**config.mk**
```make
export PLATFORM = sky130hd
export DESIGN_NAME = multicycle_ctrl
export DESIGN_NICKNAME = d
export VERILOG_FILES = /design/src/rtl/multicycle_ctrl_pkg.sv /design/src/rtl/multicycle_ctrl_alu_dec.sv /design/src/rtl/multicycle_ctrl.sv
export SDC_FILE = /design/constraint.sdc
export NUM_CORES = 1
export LEC_CHECK = 0
export ABC_CLOCK_PERIOD_IN_PS = 2800
export BUFFER_PORTS_ARGS = -buffer_cell sky130_fd_sc_hd__buf_2
export CAP_MARGIN = 20
export CELL_PAD_IN_SITES_DETAIL_PLACEMENT = 0
export CELL_PAD_IN_SITES_GLOBAL_PLACEMENT = 1
export CORE_MARGIN = 3
export CORE_UTILIZATION = 39
export CTS_CLUSTER_DIAMETER = 40
export DETAILED_ROUTE_END_ITERATION = 12
export PLACE_DENSITY_LB_ADDON = 0.1
export SETUP_SLACK_MARGIN = 0.2
export SLEW_MARGIN = 20
export SYNTH_ARGS = -nofsm -noshare
export SYNTH_HDL_FRONTEND = slang
export SYNTH_HIERARCHICAL = 1
export SYNTH_SLANG_ARGS = --single-unit
export TNS_END_PERCENT = 30
```
**constraint.sdc**
```tcl
create_clock -name clk_i -period 2.8 [get_ports clk_i]
set_clock_uncertainty 0.1 [all_clocks]
set_input_delay 0.28 -clock clk_i [delete_from_list [all_inputs] [get_ports clk_i]]
set_output_delay 0.28 -clock clk_i [all_outputs]
set_load 0.01 [all_outputs]
```
**src/rtl/multicycle_ctrl_pkg.sv**
```systemverilog
// Shared types and encodings for the multi-cycle RV32I sequencer.
// ctrl_for() maps a state to its Moore control word so the top can register it.
package multicycle_ctrl_pkg;

   typedef enum logic [3:0] {
      S_FETCH, S_DECODE, S_MEMADR, S_MEMREAD, S_MEMWRITE, S_MEMWB,
      S_EXECR, S_EXECI, S_ALUWB, S_BRANCH, S_JAL, S_LUI, S_TRAP
   } state_t;

   localparam logic [6:0] OP_R   = 7'b0110011;
   localparam logic [6:0] OP_I   = 7'b0010011;
   localparam logic [6:0] OP_LW  = 7'b0000011;
   localparam logic [6:0] OP_SW  = 7'b0100011;
   localparam logic [6:0] OP_B   = 7'b1100011;
   localparam logic [6:0] OP_JAL = 7'b1101111;
   localparam logic [6:0] OP_LUI = 7'b0110111;

   localparam logic [2:0] ALU_ADD = 3'b000;
   localparam logic [2:0] ALU_SUB = 3'b001;
   localparam logic [2:0] ALU_AND = 3'b010;
   localparam logic [2:0] ALU_OR  = 3'b011;
   localparam logic [2:0] ALU_XOR = 3'b100;
   localparam logic [2:0] ALU_SLT = 3'b101;

   localparam logic [1:0] SRCA_PC = 2'b00, SRCA_OLDPC = 2'b01, SRCA_RS1 = 2'b10, SRCA_ZERO = 2'b11;
   localparam logic [1:0] SRCB_RS2 = 2'b00, SRCB_IMM = 2'b01, SRCB_FOUR = 2'b10;
   localparam logic [2:0] IMM_I = 3'b000, IMM_S = 3'b001, IMM_B = 3'b010, IMM_J = 3'b011, IMM_U = 3'b100;
   localparam logic [1:0] RES_ALUOUT = 2'b00, RES_MEM = 2'b01, RES_ALU = 2'b10;
   localparam logic [1:0] CAUSE_NONE = 2'b00, CAUSE_ILL = 2'b01, CAUSE_TMO = 2'b10;

   typedef struct packed {
      logic       mem_req;
      logic       mem_we;
      logic       adr_src;
      logic       reg_write;
      logic [1:0] src_a;
      logic [1:0] src_b;
      logic [2:0] alu_ctrl;
      logic [2:0] imm_src;
      logic [1:0] result_src;
   } ctrl_t;

   function automatic ctrl_t ctrl_for(input state_t s, input logic [2:0] alu_op, input logic is_sw);
      ctrl_t c;
      c = '0;
      case (s)
         S_FETCH:    begin c.mem_req = 1'b1; c.src_a = SRCA_PC; c.src_b = SRCB_FOUR;
                           c.alu_ctrl = ALU_ADD; c.result_src = RES_ALU; end
         S_DECODE:   begin c.src_a = SRCA_OLDPC; c.src_b = SRCB_IMM; c.imm_src = IMM_B; end
         S_MEMADR:   begin c.src_a = SRCA_RS1; c.src_b = SRCB_IMM; c.imm_src = is_sw ? IMM_S : IMM_I; end
         S_MEMREAD:  begin c.mem_req = 1'b1; c.adr_src = 1'b1; end
         S_MEMWRITE: begin c.mem_req = 1'b1; c.mem_we = 1'b1; c.adr_src = 1'b1; end
         S_MEMWB:    begin c.reg_write = 1'b1; c.result_src = RES_MEM; end
         S_EXECR:    begin c.src_a = SRCA_RS1; c.src_b = SRCB_RS2; c.alu_ctrl = alu_op; end
         S_EXECI:    begin c.src_a = SRCA_RS1; c.src_b = SRCB_IMM; c.imm_src = IMM_I; c.alu_ctrl = alu_op; end
         S_ALUWB:    begin c.reg_write = 1'b1; c.result_src = RES_ALUOUT; end
         S_BRANCH:   begin c.src_a = SRCA_RS1; c.src_b = SRCB_RS2; c.alu_ctrl = ALU_SUB;
                           c.result_src = RES_ALUOUT; end
         S_JAL:      begin c.src_a = SRCA_OLDPC; c.src_b = SRCB_FOUR; c.result_src = RES_ALUOUT; end
         S_LUI:      begin c.src_a = SRCA_ZERO; c.src_b = SRCB_IMM; c.imm_src = IMM_U; end
         default:    c = '0;
      endcase
      return c;
   endfunction

endpackage

```
**src/rtl/multicycle_ctrl_alu_dec.sv**
```systemverilog
// funct3 (+ funct7[5] for R-type) to ALU op, with a legality flag for decode.
module multicycle_ctrl_alu_dec
   import multicycle_ctrl_pkg::*;
(
   input  logic [2:0] funct3_i,
   input  logic       sub_i,
   output logic [2:0] alu_ctrl_o,
   output logic       legal_o
);

   always_comb begin
      alu_ctrl_o = ALU_ADD;
      legal_o    = 1'b1;
      case (funct3_i)
         3'b000:  alu_ctrl_o = sub_i ? ALU_SUB : ALU_ADD;
         3'b111:  alu_ctrl_o = ALU_AND;
         3'b110:  alu_ctrl_o = ALU_OR;
         3'b100:  alu_ctrl_o = ALU_XOR;
         3'b010:  alu_ctrl_o = ALU_SLT;
         default: legal_o = 1'b0;
      endcase
   end

endmodule

```
**src/rtl/multicycle_ctrl.sv**
```systemverilog
// Moore sequencer for the multi-cycle RV32I datapath: memory handshake with timeout,
// retired-instruction counter and sticky trap.
module multicycle_ctrl
   import multicycle_ctrl_pkg::*;
#(
   parameter int unsigned MEM_TIMEOUT = 255,
   parameter int unsigned CNT_W       = 32
) (
   input  logic             clk_i,
   input  logic             rst_i,
   input  logic [6:0]       opcode_i,
   input  logic [2:0]       funct3_i,
   input  logic [6:0]       funct7_i,
   input  logic             zero_i,
   input  logic             mem_ready_i,
   output logic             mem_req_o,
   output logic             mem_we_o,
   output logic             adr_src_o,
   output logic             pc_write_o,
   output logic             ir_write_o,
   output logic             reg_write_o,
   output logic [1:0]       alu_src_a_o,
   output logic [1:0]       alu_src_b_o,
   output logic [2:0]       alu_ctrl_o,
   output logic [2:0]       imm_src_o,
   output logic [1:0]       result_src_o,
   output logic             trap_o,
   output logic [1:0]       trap_cause_o,
   output logic [CNT_W-1:0] instret_o
);

   localparam int TMO_W = (MEM_TIMEOUT < 2) ? 1 : $clog2(MEM_TIMEOUT);

   state_t           state_q, state_d;
   ctrl_t            ctrl_q;
   logic             trap_q;
   logic [1:0]       cause_q;
   logic [CNT_W-1:0] instret_q;
   logic [TMO_W-1:0] tmo_q;
   logic [2:0]       alu_op;
   logic             alu_legal, waiting, tmo_hit, retire, br_take;
   logic             unused_funct7;

   assign unused_funct7 = ^{funct7_i[6], funct7_i[4:0]};

   multicycle_ctrl_alu_dec u_alu_dec (
      .funct3_i   (funct3_i),
      .sub_i      ((opcode_i == OP_R) && funct7_i[5]),
      .alu_ctrl_o (alu_op),
      .legal_o    (alu_legal)
   );

   // Counter is zero outside request states, so entering one always starts fresh.
   assign waiting = ctrl_q.mem_req && !mem_ready_i;
   assign tmo_hit = waiting && (tmo_q == TMO_W'(MEM_TIMEOUT - 1));

   always_comb begin
      state_d = state_q;
      case (state_q)
         S_FETCH:    if (mem_ready_i) state_d = S_DECODE;
         S_DECODE: begin
            case (opcode_i)
               OP_LW, OP_SW: state_d = S_MEMADR;
               OP_R:         state_d = alu_legal ? S_EXECR : S_TRAP;
               OP_I:         state_d = alu_legal ? S_EXECI : S_TRAP;
               OP_B:         state_d = (funct3_i[2:1] == 2'b00) ? S_BRANCH : S_TRAP;
               OP_JAL:       state_d = S_JAL;
               OP_LUI:       state_d = S_LUI;
               default:      state_d = S_TRAP;
            endcase
         end
         S_MEMADR:   state_d = (opcode_i == OP_SW) ? S_MEMWRITE : S_MEMREAD;
         S_MEMREAD:  if (mem_ready_i) state_d = S_MEMWB;
         S_MEMWRITE: if (mem_ready_i) state_d = S_FETCH;
         S_MEMWB, S_ALUWB, S_BRANCH:     state_d = S_FETCH;
         S_EXECR, S_EXECI, S_JAL, S_LUI: state_d = S_ALUWB;
         S_TRAP:     state_d = S_TRAP;
         default:    state_d = S_FETCH;
      endcase
      if (tmo_hit) state_d = S_TRAP;
   end

   assign retire = (state_d == S_FETCH) &&
                   (state_q inside {S_MEMWRITE, S_MEMWB, S_ALUWB, S_BRANCH});

   always_ff @(posedge clk_i) begin
      if (rst_i) begin
         state_q   <= S_FETCH;
         ctrl_q    <= ctrl_for(S_FETCH, ALU_ADD, 1'b0);
         trap_q    <= 1'b0;
         cause_q   <= CAUSE_NONE;
         instret_q <= '0;
         tmo_q     <= '0;
      end else begin
         state_q <= state_d;
         ctrl_q  <= ctrl_for(state_d, alu_op, opcode_i == OP_SW);
         tmo_q   <= waiting ? tmo_q + TMO_W'(1) : '0;
         if (retire) instret_q <= instret_q + CNT_W'(1);
         if (state_d == S_TRAP && !trap_q) begin
            trap_q  <= 1'b1;
            cause_q <= tmo_hit ? CAUSE_TMO : CAUSE_ILL;
         end
      end
   end

   assign br_take = ((funct3_i == 3'b000) && zero_i) || ((funct3_i == 3'b001) && !zero_i);

   assign ir_write_o   = (state_q == S_FETCH) && mem_ready_i;
   assign pc_write_o   = ir_write_o || (state_q == S_JAL) || ((state_q == S_BRANCH) && br_take);
   assign mem_req_o    = ctrl_q.mem_req;
   assign mem_we_o     = ctrl_q.mem_we;
   assign adr_src_o    = ctrl_q.adr_src;
   assign reg_write_o  = ctrl_q.reg_write;
   assign alu_src_a_o  = ctrl_q.src_a;
   assign alu_src_b_o  = ctrl_q.src_b;
   assign alu_ctrl_o   = ctrl_q.alu_ctrl;
   assign imm_src_o    = ctrl_q.imm_src;
   assign result_src_o = ctrl_q.result_src;
   assign trap_o       = trap_q;
   assign trap_cause_o = cause_q;
   assign instret_o    = instret_q;

endmodule

```
---- Word-level counts from Yosys, hierarchy flattened ----
Index checks and enable logic that the tools add are counted.
storage, ports and cells
  register bits after elaboration ......... 63
  input port bits ......................... 21
  output and inout bits ................... 53
  word-level logic and storage cells ...... 107
cells by class
  $add $sub $neg .......................... 2
  equal/unequal tests ..................... 37
  muxes and demuxes ....................... 23
  bitwise logic cells ..................... 1
  reduce and logical (&&, ||, !) cells .... 30
operators by type and width
  cell                   number
  $pmux 4 s6             2
  $eq 4x4->1 const B     10
  $add 32x1->32 const B  1
  $eq 4x3->1 const B     8
  $pmux 4 s7             1
  $mux 4                 6
  $eq 7x6->1 const B     3
  $eq 4x2->1 const B     4
  $pmux 3 s5             1
  $eq 7x7->1 const B     2
  $reduce_or 2->1        7
  $eq 3x3->1 const B     3
  $logic_and 1x1->1      9
  $pmux 3 s3             1
  $add 8x1->8 const B    1
  $eq 4x1->1 const B     2
  $eq 8x8->1 const B     1
  $logic_not 4->1        2
  $eq 7x2->1 const B     1
  $eq 7x5->1 const B     1
  $mux 1                 7
  $mux 3                 2
  $pmux 3 s2             1
  $reduce_or 5->1        1
  other kinds (12)       16

---- Logic depth before layout (Yosys ltp) ----
Gate-level depths: netlist of run 1.
  word-level depth ........................ 10
  depth in mapped cells ................... 12
  gate-level depth less buffers ........... 9

---- Modules after synthesis ----
Netlist of run 1, hierarchy kept.
by module, submodules not included
  module                   times used  cells each  area an instance (sq um)  seq. area each (sq um)
  multicycle_ctrl          1           357         3,019.1                   1,261.2
  multicycle_ctrl_alu_dec  1           7           50.0                      0.0

---- Worst setup path before layout of run 1 ----
Ideal clock, no wire load.
  path type ............................... in2reg
  start ................................... input port opcode_i[6]
  end ..................................... register instret_q[16] (netlist: instret_o[16])
  setup time .............................. 0.120 ns
  arrival time ............................ 2.383 ns
  data required time ...................... 2.580 ns
  path slack .............................. 0.197 ns
  stages .................................. 8
  buffers on the path ..................... 1
  cell sequence ........................... buf_6 > or3b_1 > a21o_1 > o2bb2ai_2 > a2111oi_4 > nand3_1 > o311a_1 > or2_1
on the way
  word-level cells in the longest chain between the ends .. 7
  elaborated cells on any way between the ends .. 14
  classes of those cells .................. eq/ne (7); mux (4); reduce/logical (3)
RTL lines
  what                                      RTL line                                      RTL
  start, declared                           multicycle_ctrl.sv:11                         input logic [6:0] opcode_i,
  $eq 7x6->1 or $eq 7x2->1 (tied branches)  multicycle_ctrl.sv:62, multicycle_ctrl.sv:72
  $reduce_or 2->1                           multicycle_ctrl.sv:62                         case (opcode_i)
  $pmux 4 s6                                multicycle_ctrl.sv:62
  $pmux 4 s7 (*)                            multicycle_ctrl.sv:59                         case (state_q)
  $mux 4 (*)                                multicycle_ctrl.sv:80                         if (tmo_hit) state_d = S_TRAP;
  $logic_not 4->1 (*)                       multicycle_ctrl.sv:83                         assign retire = (state_d == S_FETCH) &&
  $logic_and 1x1->1 (*)                     multicycle_ctrl.sv:83
  end signal, assigned                      multicycle_ctrl.sv:98                         if (retire) instret_q <= instret_q + CNT_W'(1);
  end, declared                             multicycle_ctrl.sv:38                         logic [CNT_W-1:0] instret_q;
Every way passes the cells marked *; elsewhere a longest branch is shown, timed or not.
A chain may end at the register's enable or synchronous reset.

---- Worst setup path in the final report of run 1 ----
  start ................................... register tmo_q[0]
  end ..................................... register ctrl_q, in the netlist alu_src_b_o[1]
on the way
  word-level cells in the longest chain between the ends .. 6
  elaborated cells on any way between the ends .. 14
  classes of those cells .................. eq/ne (8); mux (2); reduce/logical (4)
RTL lines
  what                                RTL line                   RTL
  start, declared                     multicycle_ctrl.sv:39      logic [TMO_W-1:0] tmo_q;
  start signal, assigned              multicycle_ctrl.sv:97      tmo_q <= waiting ? tmo_q + TMO_W'(1) : '0;
  $eq 8x8->1 (*)                      multicycle_ctrl.sv:55      assign tmo_hit = waiting && (tmo_q == TMO_W'(MEM_TIMEOUT - 1));
  $logic_and 1x1->1 (*)               multicycle_ctrl.sv:55
  $mux 4 (*)                          multicycle_ctrl.sv:80
  $eq 4x4->1 (tied with other cells)  multicycle_ctrl_pkg.sv:46  case (s)
  $reduce_or 2->1 (no source line)    n/a
  $pmux 4 s6 (*)                      multicycle_ctrl_pkg.sv:46
  end signal, assigned                multicycle_ctrl.sv:89      ctrl_q <= ctrl_for(S_FETCH, ALU_ADD, 1'b0);
  end signal, assigned                multicycle_ctrl.sv:96      ctrl_q <= ctrl_for(state_d, alu_op, opcode_i == OP_SW);
  end, declared                       multicycle_ctrl.sv:35      ctrl_t ctrl_q;
Marks and branches as above.

==> metrics.md, run 1 <==
| Metric | Value |
|---|---|
| Reg-to-reg setup timing slack | `0.39 ns` |
| Worst Hold Class | `primary input to register` |
| Area after DPL | `3620 µm²` |
| Reg-to-Reg Start | `tmo_q[0]$_SDFF_PP0_` |
| # setup viols final | `0` |
| Drt total wl | `7.72 mm` |
| N_diodes | `0` |
| # fillers | `763` |
| Number of distinct library cells after synthesis | `55` |
| Register-to-Register Path Depth | `8` |
| Synth Area in XOR/XNOR | `0.0428` |
| Top_reg_cell synth | `dfxtp_1` |
| Internal power | `0.00140 W` |
| Hold Slack | `0.189 ns` |
| Core Footprint | `7450 µm²` |
| Worst VDD drop | `0.000240 V` |
| Status | `finished clean` |
| Synthesized area per cell | `8.43 µm²` |
| Most common cell after layout, fill and taps aside | `buf_2` |
| Residual DRC | `0` |
| Max Cap Viol | `0` |
| Final nets | `471` |
| Mapped Nets | `388` |
| Routed Antenna Nets | `0` |
| Detailed Routing Iterations Pass 1 | `5` |
| Syn Std Cell Area | `3070 µm²` |
| Most frequent cells in the layout | `67 x buf_2, 61 x dfxtp_1, 37 x nor2_1, 29 x a21oi_1, 22 x nand2_1` |
| Clock sinks | `63` |
| Final GP Congestion | `0.825` |
| Final Max Tran Viols | `0` |
| Sw Ratio | `0.259` |
| CTS Root Cell | `clkbuf_8` |
| Post-synth ARST share | `0` |
| Worst endpoint required time | `2.93 ns` |
| Share of power burned in registers | `0.493` |
| CP Launch Point | `tmo_q[0]$_SDFF_PP0_` |
| Final worst path period need | `2.41 ns` |
| Critical Path End | `alu_src_b_o[1]$_SDFF_PP1_` |
| Die ar. | `8970 µm²` |
| Critical path peak fanout | `7` |
| Period utilization | `0.862` |
| Worst-Skew Late Latency | `0.33 ns` |
| RSZ-0062 raised after global routing | `false` |
| Hpwl dp | `5.61 mm` |
| Fmax achieved | `0.415 GHz` |
| Synthesis Warnings | `6` |
| Setup_tns | `0 ns` |
| Lkg Pwr | `1.56 nW` |
| Mux cell area share after synthesis | `0.00326` |
| IO Count | `74` |
| Initial Util | `0.412` |
| Global-route wire length before repair | `13.1 mm` |
| Rel. slew slack | `0.552` |
| Die Y-Extent | `94.7 µm` |
| Post CTS Setup Buffer Count | `0` |
| Simple-gate area share of the yosys netlist | `0.302` |
| Initial antenna violation count | `0` |
| DRT iter0 DRCs | `126` |
| Slew @ Worst Pin | `0.670 ns` |
| Clk slew on worst S/H paths | `0.07 ns` |
| Critical path endpoint category | `register` |
| Vias in the first global route | `2827` |
| Biggest area consumer among synthesized cells | `dfxtp_1` |
| R2r endpoint | `alu_src_b_o[1]$_SDFF_PP1_` |
| Wirelength per Cell | `14.0 µm` |
| Via count | `2975` |
| Port Buffers | `67` |
| Grt ovf | `0` |
| Power density cells | `495 nW/µm²` |
| Yosys reg bits | `63` |
| Number of flops mapped to enable cells by yosys | `0` |
| Complex-gate fraction of the synthesized area | `0.188` |
| Post-place setup slack | `0.0769 ns` |
| Combinational power share | `0.123` |
| Syn Inst Count | `364` |
| Largest net degree at the start of global routing | `31` |
| Clock power share | `0.384` |
| Post-synthesis sequential area ratio | `0.411` |
| CTS max path bufs | `2` |
| Die X | `94.7 µm` |
| Fin worst setup slack | `0.388 ns` |
| H-tree depth | `3` |
| CP Launch Type | `register` |
| Crit Path Class | `register to register` |
| Dominant cells by area after synthesis | `dfxtp_1 41%, a21oi_1 4.7%, nor2_1 4.5%` |
| Net switching power | `0.000492 W` |
| Layout cells sized above 1 | `0.262` |
| Num rows | `31` |
| CTS tree | `done` |
| CP arrival | `2.54 ns` |
| Synth Area in Adders | `0.0122` |
| Num CTS Buffers | `9` |
| Post-route cell area | `3830 µm²` |
| GR Util All Layers | `0.183` |
| Share of the synthesized area in the top cell type | `0.411` |
| Largest family of logic cells by synthesized area | `simple AND/OR/NAND/NOR gates` |
| Vias per inst | `5.41` |
| Fin. Hold Viols | `0` |
| Area growth syn-to-layout | `24.8%` |
==> per-stage QoR <==
step	utilization	power (W)	instances
after CTS	0.510	0.00192	550
after global routing	0.514	0.00199	550
after detailed placement	0.486	0.00119	535
after global placement	0.486	0.00119	535
final	0.514	0.00190	550
after floorplan	-	0.00109	364
==> sequential cells by signal (all words and copies together), names as in the netlist <==
name	flops
tmo_q	8
trap_cause_o	2
mem_we_o	1
imm_src_o	3
alu_src_a_o	2
result_src_o	2
mem_req_o	1
alu_src_b_o	2
instret_o	32
adr_src_o	1
trap_o	1
state_q	4
alu_ctrl_o	3
reg_write_o	1
==> metal layers <==
layer  vias up  share of wire  track usage
li1       1503              -            -
met1      1399           0.48        0.251
met2        68           0.45        0.273
met3         5          0.065       0.0614
met4         0         0.0075       0.0493
met5         -              0            0
==> synthesized netlist by cell type, drive strengths merged (2+ instances only) <==
cell type  number
a21o            4
nor2b           3
nor4            7
buf             6
a31o            2
nand2b          7
a21boi          2
and4            3
o21ai          15
ha              3
dfxtp          63
xor2           10
or3            11
nand2          22
o21a            2
o31ai          14
o211ai          2
or2             2
a22o            2
inv            13
nor2           37
xnor2           5
o311a           2
nand3          21
a21oi          29
o32a            2
or4            12
nand4           9
a31oi           2
nor4b           4
clkbuf         11
and2            3
nand3b          4
and3           10
nor3            6
==> cell families (layout without fill, tap and decap cells) <==
kind of cell,count (synthesis),count (layout)
AO/OA/AOI/OAI,86,86
XOR/XNOR,15,15
buffers and inverters,30,117
adder cells (fa/ha/maj),3,3
flip-flops,63,63
AND/OR/NAND/NOR,166,166
multiplexers,1,1
==> final cells by class <==
cell class | count | area [µm²] | share of cell area
Clock inverter | 3 | 17.5 | 0.00457
Clock buffer | 12 | 165 | 0.0431
Multi-Input combinational cell | 271 | 1710 | 0.446
Inverter | 13 | 48.8 | 0.0127
Timing Repair Buffer | 89 | 504 | 0.132
Tap cell | 99 | 124 | 0.0323
Sequential cell | 63 | 1260 | 0.330
==> power groups by stage <==
| stage | Sequential, W | Combinational (W) | Clock [W] |
|---|---|---|---|
| 2_1_floorplan | 0.000961 | 0.000126 | 0 |
| 3_3_place_gp | 0.000955 | 0.000230 | 0 |
| 3_5_place_dp | 0.000955 | 0.000231 | 0 |
| 4_1_cts | 0.000935 | 0.000232 | 0.000751 |
| 5_1_grt | 0.000938 | 0.000260 | 0.000793 |
| 6_report | 0.000936 | 0.000233 | 0.000728 |
==> worst max-delay path, cell delays in order, from the launching register on <==
cell and delay (ns):
dfxtp_1 0.42, inv_1 0.07, ha_1 0.18, and4b_1 0.18
nand3_1 0.20, o211ai_1 0.33, nor2_1 0.37, o21ai_0 0.21
a31o_2 0.24
==> timing repair <==
action                                  4_1_cts  5_1_grt
hold buffers                                  0        0
gates resized for setup                       0        8
endpoints found under the setup margin        0       27
==> worst min path at each step <==
stage / depth (start not counted) / from / to / slack (ns)
after CTS: 3 / opcode_i[6] / imm_src_o[0]$_SDFF_PP0_ / 0.18
after floorplan: 1 / rst_i / state_q[0]$_SDFF_PP0_ / 0.27
after detailed placement: 2 / instret_o[31]$_SDFFE_PP0P_ / instret_o[31]$_SDFFE_PP0P_ / 0.37
final: 3 / opcode_i[6] / imm_src_o[0]$_SDFF_PP0_ / 0.19
after global placement: 2 / instret_o[31]$_SDFFE_PP0P_ / instret_o[31]$_SDFFE_PP0P_ / 0.36
after global routing: 3 / opcode_i[6] / imm_src_o[0]$_SDFF_PP0_ / 0.19
Power figures use the tool's default switching activity.
==> run 2, diff against run 1 <==
- BUFFER_PORTS_ARGS: -buffer_cell sky130_fd_sc_hd__buf_2 -> default
- CORE_UTILIZATION: 39 -> 46
- DONT_BUFFER_PORTS: default -> 1
==> run 2 against run 1 <==
Combinational power is 18% lower. Routed wire length is 0.19% higher. Critical path depth is 1 higher. Clock power is 35% higher. Final area is 5.2% lower. Die area is 14% lower. Via count is 8.3% lower. Sequential power is 1% higher. Non-clock buffer count is 62 lower. First-iteration DRC count is 30% lower.
==> metrics.md, run 2 (synthesized netlist as in run 1, its figures left out) <==
| Metric | Value |
|---|---|
| Crit Path Class | `register to register (unchanged)` |
| Core Footprint | `6420 µm² (was 7450 µm²)` |
| Worst Path Buf+Inv | `2 (was 1)` |
| Die ar. | `7690 µm² (was 8970 µm²)` |
| Routed Antenna Nets | `0 (unchanged)` |
| Post-route cell area | `3630 µm² (was 3830 µm²)` |
| Layout cells sized above 1 | `0.139 (was 0.262)` |
| Most common cell after layout, fill and taps aside | `dfxtp_1 (was buf_2)` |
| Period utilization | `0.919 (was 0.862)` |
| Critical path depth | `9 (was 8)` |
| Worst endpoint required time | `2.97 ns (was 2.93 ns)` |
| DRT iter0 DRCs | `88 (was 126)` |
| Critical path endpoint category | `register (unchanged)` |
| Global-route wire length before repair | `12.2 mm (was 13.1 mm)` |
| Final worst path period need | `2.57 ns (was 2.41 ns)` |
| Port Buffers | `0 (was 67)` |
| Fin. Hold Viols | `0 (unchanged)` |
| Register-to-Register Path Depth | `9 (was 8)` |
| Final GP Congestion | `0.863 (was 0.825)` |
| CTS max path bufs | `2 (unchanged)` |
| Area after DPL | `3240 µm² (was 3620 µm²)` |
| H-tree depth | `3 (unchanged)` |
| CTS tree | `done (unchanged)` |
| Cell family with the largest share of critical-path delay | `compound AO/OA/AOI/OAI gates (unchanged)` |
| Worst VDD drop | `0.000328 V (was 0.000240 V)` |
| CP max stage cell | `a2111oi_4 (was dfxtp_1)` |
| N_diodes | `0 (unchanged)` |
| Wirelength per Cell | `16.6 µm (was 14.0 µm)` |
| CP Launch Type | `register (unchanged)` |
| Worst-Skew Late Latency | `0.34 ns (was 0.33 ns)` |
| GR Util All Layers | `0.201 (was 0.183)` |
| Num rows | `29 (was 31)` |
| Hpwl dp | `5.13 mm (was 5.61 mm)` |
| Rel. slew slack | `0.523 (was 0.552)` |
| Critical-path cell list | `nor4bb_1 -> a22o_1 -> a31o_2 -> a2111oi_4 -> buf_4 -> nand3_4 -> buf_12 -> or4_1 -> a21oi_2 (was inv_1 -> ha_1 -> and4b_1 -> nand3_1 -> o211ai_1 -> nor2_1 -> o21ai_0 -> a31o_2)` |
| Slew @ Worst Pin | `0.711 ns (was 0.670 ns)` |
| Worst hold start | `funct3_i[0] (was opcode_i[6])` |
| Initial Util | `0.478 (was 0.412)` |
| Via count | `2729 (was 2975)` |
| Worst Hold Class | `primary input to register (unchanged)` |
| Clk slew on worst S/H paths | `0.07 ns (about the same)` |
| Fmax achieved | `0.389 GHz (was 0.415 GHz)` |
| Setup_tns | `0 ns (unchanged)` |
| Max FFs per register | `32 (unchanged)` |
| Reg-to-reg setup timing slack | `0.23 ns (was 0.39 ns)` |
| IO Count | `74 (unchanged)` |
| CP Launch Point | `state_q[0]$_SDFF_PP0_ (was tmo_q[0]$_SDFF_PP0_)` |
| Die Y-Extent | `87.7 µm (was 94.7 µm)` |
| Area growth syn-to-layout | `18.4% (was 24.8%)` |
| Final nets | `409 (was 471)` |
| Max stage delay on crit path | `0.41 ns (was 0.42 ns)` |
| CP arrival | `2.74 ns (was 2.54 ns)` |
| Power density cells | `584 nW/µm² (was 495 nW/µm²)` |
| Critical path peak fanout | `7 (unchanged)` |
| Largest net degree at the start of global routing | `45 (was 31)` |
| Status | `finished clean (unchanged)` |
| Num CTS Buffers | `9 (unchanged)` |
| CTS Root Cell | `clkbuf_8 (unchanged)` |
| Reg-to-Reg Start | `state_q[0]$_SDFF_PP0_ (was tmo_q[0]$_SDFF_PP0_)` |
| Clock sinks | `63 (unchanged)` |
| Vias per inst | `5.86 (was 5.41)` |
| Final Max Tran Viols | `0 (unchanged)` |
| # fillers | `594 (was 763)` |
| Drt total wl | `7.73 mm (was 7.72 mm)` |
| RSZ-0062 raised after global routing | `true (was false)` |
| Initial antenna violation count | `0 (unchanged)` |
| Residual DRC | `0 (unchanged)` |
| Lkg Pwr | `1.30 nW (was 1.56 nW)` |
| Max Cap Viol | `0 (unchanged)` |
| Critical Path End | `instret_o[27]$_SDFFE_PP0P_ (was alu_src_b_o[1]$_SDFF_PP1_)` |
| Most frequent cells in the layout | `61 x dfxtp_1, 37 x nor2_1, 26 x a21oi_1, 22 x nand2_1, 22 x buf_4 (was 67 x buf_2, 61 x dfxtp_1, 37 x nor2_1, 29 x a21oi_1, 22 x nand2_1)` |
| R2r endpoint | `instret_o[27]$_SDFFE_PP0P_ (was alu_src_b_o[1]$_SDFF_PP1_)` |
| Grt ovf | `0 (unchanged)` |
| Vias in the first global route | `2512 (was 2827)` |
| # setup viols final | `0 (unchanged)` |
| Detailed Routing Iterations Pass 1 | `4 (was 5)` |
| Die X | `87.7 µm (was 94.7 µm)` |
## run 2: worst min-delay path by stage
stage,endpoint,depth (start not counted)
6_report,alu_ctrl_o[2]$_SDFF_PP0_,2
5_1_grt,alu_ctrl_o[2]$_SDFF_PP0_,2
4_1_cts,alu_ctrl_o[2]$_SDFF_PP0_,2
3_5_place_dp,instret_o[15]$_SDFFE_PP0P_,1
3_3_place_gp,state_q[2]$_SDFF_PP0_,1
2_1_floorplan,state_q[0]$_SDFF_PP0_,1
## run 2: layout make-up
type	count	area [µm²]	share of cell area
multi-input combinational	271	1710	0.471
sequential	63	1270	0.348
timing repair buffer	27	265	0.0730
clock buffer	12	155	0.0427
tap	77	96.3	0.0265
clock inverter	3	90.1	0.0248
inverter	13	48.8	0.0134
## run 2: worst reg2reg max path, cell delays in order, from the launching register on
cell,delay (ns)
dfxtp_4,0.35
nor4bb_1,0.12
a22o_1,0.23
a31o_2,0.25
a2111oi_4,0.41
buf_4,0.20
nand3_4,0.12
buf_12,0.18
or4_1,0.41
a21oi_2,0.13
## run 2: per-stage QoR
stage          power [W]  hold WS, ns  cells  worst slack (ns)   util
2_1_floorplan    0.00109        0.268    364             0.244      -
3_3_place_gp     0.00113        0.257    444             0.143  0.504
5_1_grt          0.00220       0.0361    466             0.133  0.566
6_report         0.00212       0.0354    466             0.228  0.566
4_1_cts          0.00213       0.0194    461             0.202  0.547
3_5_place_dp     0.00113        0.260    444            0.0888  0.504
## run 2: routing by layer
layer / routed length [µm] / vias to the layer above / part of all wire / GRT usage
li1: - / 1384 / - / -
met1: 3830 / 1265 / 0.50 / 0.282
met2: 3220 / 75 / 0.42 / 0.281
met3: 621 / 5 / 0.080 / 0.0847
met4: 64 / 0 / 0.0083 / 0.0544
met5: 0 / - / 0 / 0
## run 2: report_power, final
part	switching (W)	internal [W]	leakage (nW)
combinational	0.000111	0.0000803	0.668
sequential	0.0000249	0.000920	0.511
clock	0.000348	0.000636	0.123
## run 2: what timing repair did
action | in CTS | in global routing
buffers inserted | 0 | 3
endpoints found under the hold margin | 45 | 0
pin swaps | 1 | 7
resized for setup | 0 | 12
hold buffers | 2 | 0
cloned | 0 | 2
endpoints found under the setup margin | 9 | 22
